[src/rtl/keypad_scan_debounce.sv]
// 4x4 keypad front end: walks a low row across the matrix, debounces a single key press
// and release, and reports each accepted press as a code with a one-cycle strobe.
module keypad_scan_debounce #(
    parameter int SCAN_DIV        = 50000,
    parameter int DEBOUNCE_CYCLES = 500000
) (
    input  logic       clk,
    input  logic       rst,
    input  logic [3:0] col,
    output logic [3:0] row,
    output logic [3:0] key_code,
    output logic       key_valid,
    output logic       key_held
);

    localparam int DW  = $clog2(SCAN_DIV);
    localparam int DBW = $clog2(DEBOUNCE_CYCLES);
    localparam logic [DW-1:0]  DWELL_LAST = DW'(SCAN_DIV - 1);
    localparam logic [DBW-1:0] DB_LAST    = DBW'(DEBOUNCE_CYCLES - 1);

    typedef enum logic [1:0] {SCAN, PRESS_DB, HELD, REL_DB} state_t;

    state_t         state, state_nx;
    logic [3:0]     col_m, col_s;
    logic [1:0]     row_idx, row_idx_nx;
    logic [DW-1:0]  dwell_cnt, dwell_nx;
    logic [DBW-1:0] db_cnt, db_nx;
    logic [3:0]     cand, cand_nx;
    logic [3:0]     code_nx;
    logic           valid_nx, held_nx;
    logic [2:0]     low_cnt;
    logic [1:0]     low_idx;
    logic [3:0]     cand_pat;

    // key_valid is a bare strobe: no ready/backpressure, the consumer must take it in that cycle.
    assign row      = ~(4'b0001 << row_idx);
    assign cand_pat = ~(4'b0001 << cand[1:0]);

    always_comb begin
        low_cnt = 3'd0;
        low_idx = 2'd0;
        for (int i = 0; i < 4; i++) begin
            if (!col_s[i]) begin
                low_cnt = low_cnt + 3'd1;
                low_idx = 2'(i);
            end
        end
    end

    always_comb begin
        state_nx   = state;
        row_idx_nx = row_idx;
        dwell_nx   = dwell_cnt;
        db_nx      = db_cnt;
        cand_nx    = cand;
        code_nx    = key_code;
        valid_nx   = 1'b0;
        held_nx    = key_held;
        case (state)
            SCAN: begin
                // Columns are judged only at the end of the dwell so the synchronizer has caught up with the row change.
                if (dwell_cnt == DWELL_LAST) begin
                    dwell_nx = '0;
                    if (low_cnt == 3'd1) begin
                        cand_nx  = {row_idx, low_idx};
                        db_nx    = '0;
                        state_nx = PRESS_DB;
                    end else begin
                        row_idx_nx = row_idx + 2'd1;
                    end
                end else begin
                    dwell_nx = dwell_cnt + 1'b1;
                end
            end
            PRESS_DB: begin
                if (col_s != cand_pat) begin
                    state_nx = SCAN;
                    dwell_nx = '0;
                    db_nx    = '0;
                end else if (db_cnt == DB_LAST) begin
                    code_nx  = cand;
                    valid_nx = 1'b1;
                    held_nx  = 1'b1;
                    db_nx    = '0;
                    state_nx = HELD;
                end else begin
                    db_nx = db_cnt + 1'b1;
                end
            end
            HELD: begin
                if (col_s == 4'b1111) begin
                    db_nx    = '0;
                    state_nx = REL_DB;
                end
            end
            REL_DB: begin
                if (col_s != 4'b1111) begin
                    state_nx = HELD;
                end else if (db_cnt == DB_LAST) begin
                    held_nx    = 1'b0;
                    row_idx_nx = row_idx + 2'd1;
                    dwell_nx   = '0;
                    db_nx      = '0;
                    state_nx   = SCAN;
                end else begin
                    db_nx = db_cnt + 1'b1;
                end
            end
            default: state_nx = SCAN;
        endcase
    end

    always_ff @(posedge clk) begin
        if (rst) begin
            col_m     <= 4'b1111;
            col_s     <= 4'b1111;
            state     <= SCAN;
            row_idx   <= 2'd0;
            dwell_cnt <= '0;
            db_cnt    <= '0;
            cand      <= 4'd0;
            key_code  <= 4'd0;
            key_valid <= 1'b0;
            key_held  <= 1'b0;
        end else begin
            col_m     <= col;
            col_s     <= col_m;
            state     <= state_nx;
            row_idx   <= row_idx_nx;
            dwell_cnt <= dwell_nx;
            db_cnt    <= db_nx;
            cand      <= cand_nx;
            key_code  <= code_nx;
            key_valid <= valid_nx;
            key_held  <= held_nx;
        end
    end

endmodule

[config.mk]
export PLATFORM = sky130hd
export DESIGN_NAME = keypad_scan_debounce
export DESIGN_NICKNAME = d
export VERILOG_FILES = /design/src/rtl/keypad_scan_debounce.sv
export SDC_FILE = /design/constraint.sdc
export NUM_CORES = 1
export LEC_CHECK = 0
export BUFFER_PORTS_ARGS = -buffer_cell sky130_fd_sc_hd__buf_2
export CELL_PAD_IN_SITES_DETAIL_PLACEMENT = 0
export CELL_PAD_IN_SITES_GLOBAL_PLACEMENT = 1
export CORE_MARGIN = 2
export CORE_UTILIZATION = 42
export CTS_CLUSTER_DIAMETER = 150
export DETAILED_ROUTE_END_ITERATION = 8
export GPL_TIMING_DRIVEN = 0
export PLACE_DENSITY = 0.72
export SYNTH_ARGS = -nofsm -noshare
export SYNTH_HDL_FRONTEND = slang
export SYNTH_SLANG_ARGS = --single-unit
[constraint.sdc]
create_clock -name clk -period 2.7 [get_ports clk]
set_clock_uncertainty 0.15 [all_clocks]
set_input_delay 0.135 -clock clk [delete_from_list [all_inputs] [get_ports clk]]
set_output_delay 0.135 -clock clk [all_outputs]
set_load 0.01 [all_outputs]
==> load_flow_metrics.sql <==
INSERT INTO impl_metrics (metric_group, metric, value, unit) VALUES
('critical_path', 'critical_path_required_time', '2760', 'ps'),
('synth', 'yosys.area.top_type_share', '0.376', ''),
('floorplanning', 'die_height', '89.0', 'um'),
('sta', 'slew_headroom', '0.483', ''),
('critical_path', 'worstPathBufferInverterCount', '1', ''),
('synth', 'dominant_register_cell_in_the_synthesized_netlist', 'dfxtp_1', ''),
('drt', 'drt-pass1-iter-count', '4', ''),
('synth', 'postSynthNetCount', '378', ''),
('layout', 'area_growth_from_synthesis_to_layout', '18.3', '%'),
('floorplanning', 'num_rows', '30', ''),
('synth', 'synthCells', '363', ''),
('drt', 'viasPerCell', '5.53', ''),
('sta', 'period_minus_slack', '2570', 'ps'),
('power', 'static_leakage', '0.00132', 'uW'),
('cts', 'cts_buffer_depth', '2', ''),
('floorplanning', 'floorplan.initialDensity', '0.439', ''),
('critical_path', 'reg2reg_slack', '130', 'ps'),
('power', 'power_per_cell_area', '467', 'nW/um2'),
('synth', 'postSynthRegisterBits', '57', ''),
('grt', 'globalRouteTotalUtil', '0.205', ''),
('critical_path', 'crit_path_cell_trace', 'inv_1, ha_4, xnor2_1, ha_1, nor3b_2, a311oi_2, a211o_1, a22oi_2, mux2i_1, nor2_1', ''),
('critical_path', 'critical_path_depth', '10', ''),
('synth', 'synth_async_sr_flop_share', '0', ''),
('placed_design', 'detailed_place_hpwl', '5140', 'um'),
('worst_hold_path', 'holdCritPathClass', 'reg2reg', ''),
('drt', 'iteration_0_drc_markers', '147', ''),
('drt', 'postRouteWirelength', '7490', 'um'),
('layout', 'post_route_cells_drive_above_1_share', '0.180', ''),
('grt', 'grt_start_max_net_pins', '12', ''),
('cts', 'clock_sink_count', '57', ''),
('synth', 'synth_edf_count', '0', ''),
('critical_path', 'cp-start-kind', 'flop', ''),
('sta', 'setup-violations-final', '0', ''),
('cts', 'clkTransAtPathRegs', '70', 'ps'),
('floorplanning', 'design.core.area', '6910', 'um2'),
('cts', 'cts_root_buffer', 'clkbuf_8', ''),
('critical_path', 'path_max_fanout', '6', ''),
('grt', 'first_global_vias', '2625', ''),
('run_status', 'status', 'finished clean', ''),
('layout', 'fin_area', '3590', 'um2'),
('critical_path', 'timing.critical_path.to_type', 'flop', ''),
('synth', 'yosys.cell_count.top_type', 'dfxtp_1', ''),
('cts', 'cts_htree_levels', '3', ''),
('synth', 'synth_top_cell_by_area', 'dfxtp_1', ''),
('cts', 'clk_latency', '340', 'ps'),
('sta', 'final-hold-violation-count', '0', ''),
('drt', 'drtAntennaViolNets', '0', ''),
('grt', 'first_pass_grt_wire_length', '12600', 'um'),
('layout', 'antenna_cells', '0', ''),
('cts', 'tritoncts', 'built', ''),
('placed_design', 'dp_worst_setup_slack', '-516', 'ps'),
('layout', 'nNetsFinal', '415', ''),
('synth', 'synth_warnings', '0', ''),
('sta', 'final_setup_margin', '131', 'ps'),
('synth', 'synth.lib_cells_used.distinct', '55', ''),
('cts', 'number_of_buffers_created_by_cts', '9', ''),
('placed_design', 'gp_routability_congestion', '0.809', ''),
('critical_path', 'worstPathArrival', '2630', 'ps'),
('synth', 'post_synth.cell_area_avg', '8.36', 'um2'),
('floorplanning', 'io_pins', '16', ''),
('synth', 'synthesis.area', '3040', 'um2'),
('job', 'cap_viol_max_count', '0', ''),
('drt', 'num_vias', '2771', ''),
('drt', 'drc', '0', ''),
('floorplanning', 'floorplan.die_area', '7920', 'um2'),
('critical_path', 'setup.worst_path.class', 'reg2reg', ''),
('critical_path', 'cpMaxStageDelayCell', 'dfxtp_4', ''),
('synth', 'synth.top_cells.by_count', 'dfxtp_1 (57), nor2_1 (32), nand2_1 (29)', ''),
('worst_hold_path', 'worstHoldPathCells', '1', ''),
('sta', 'maxClockFrequency', '0.389', 'GHz'),
('grt', 'grt_remaining_overflow', '0', '');
-- layout make-up --
class	instances	area, um2
Sequential cell	57	1150
Multi-Input combinational cell	271	1810
Inverter	17	63.8
Clock buffer	10	138
Timing Repair Buffer	26	170
Fill cell	719	3320
Tap cell	96	120
Clock inverter	6	42.5
Buffer	18	100
-- power by group --
group / internal, uW / switching [uW] / total (uW)
registers: 849 / 5.75 / 855
clock network: 359 / 375 / 733
logic: 36.6 / 50.7 / 87.3
-- through the flow --
stage / hold slack, ps / instances / setup TNS (ps) / utilization
after floorplan: 88.8 / 363 / 0 / -
after global placement: 171 / 473 / -7960 / 0.467
after detailed placement: 173 / 473 / -8370 / 0.467
after CTS: 259 / 495 / 0 / 0.507
after global routing: 282 / 501 / -16.1 / 0.520
final: 262 / 501 / 0 / 0.520
-- flip-flops by register name, summed over array words and instances, names as in the netlist --
name and flops:
row_idx 2, cand 4, db_cnt 19, dwell_cnt 16, col_s 4, key_held 1, state 2, key_valid 1
col_m 4, key_code 4
-- worst reg2reg max path, cell delays in order (launching register included) --
cell	delay (ps)
dfxtp_4	370
inv_1	70
ha_4	300
xnor2_1	120
ha_1	270
nor3b_2	210
a311oi_2	70
a211o_1	320
a22oi_2	290
mux2i_1	220
nor2_1	50
-- repair_timing --
item / CTS / global route
endpoints found under the hold margin: 4 / 0
pin swaps: 3 / 6
hold buffers: 4 / 0
buffers inserted: 2 / 6
resized for setup: 8 / 12
setup endpoints to repair: 27 / 36
-- final timing paths --
check	startpoint	endpoint
setup / recovery	col_s[1]	row_idx[1]
hold / removal	col_m[0]	col_s[0]
setup reg to reg	col_s[1]	row_idx[1]
hold reg to reg	col_m[0]	col_s[0]
-- cell usage in the layout (no fill, tap or decap), types with 3 or more instances in the layout --
| cell type | n |
|---|---|
| dfxtp_1 | 55 |
| nor2_1 | 32 |
| nand2_1 | 28 |
| a21oi_1 | 27 |
| nand3_1 | 21 |
| inv_1 | 16 |
| buf_2 | 16 |
| a31oi_1 | 15 |
| o21ai_0 | 14 |
| mux2i_1 | 12 |
| clkbuf_1 | 12 |
| nand4_1 | 11 |
| nand2b_1 | 10 |
| clkbuf_8 | 10 |
| nor3_1 | 9 |
| or2_2 | 8 |
| ha_1 | 8 |
| buf_4 | 8 |
| and3_1 | 6 |
| xnor2_1 | 5 |
| and2_1 | 5 |
| or3_1 | 5 |
| a41oi_1 | 5 |
| dlygate4sd3_1 | 4 |
| or3b_1 | 3 |
| or4_1 | 3 |
-- routing by layer --
| layer | vias to the layer above | global-route usage | wire (um) | part of all wire |
|---|---|---|---|---|
| met5 | - | 0 | 0 | 0 |
| met4 | 0 | 0.0678 | 76 | 0.010 |
| met3 | 7 | 0.0517 | 187 | 0.025 |
| met2 | 34 | 0.336 | 3480 | 0.46 |
| met1 | 1326 | 0.265 | 3750 | 0.50 |
| li1 | 1404 | - | - | - |
-- logic make-up (layout without fill, tap and decap cells) --
family | Yosys count | after routing | share of synthesized area
DFF | 57 | 57 | 0.376
buffers and inverters | 35 | 77 | 0.0495
adders and majority gates | 9 | 9 | 0.0371
muxes | 14 | 14 | 0.0470
xor gates and xnor gates | 5 | 5 | 0.0144
and+or+nand+nor | 153 | 153 | 0.270
AOI/OAI and AO/OA | 90 | 90 | 0.207
(Power assumes the default switching activity.)
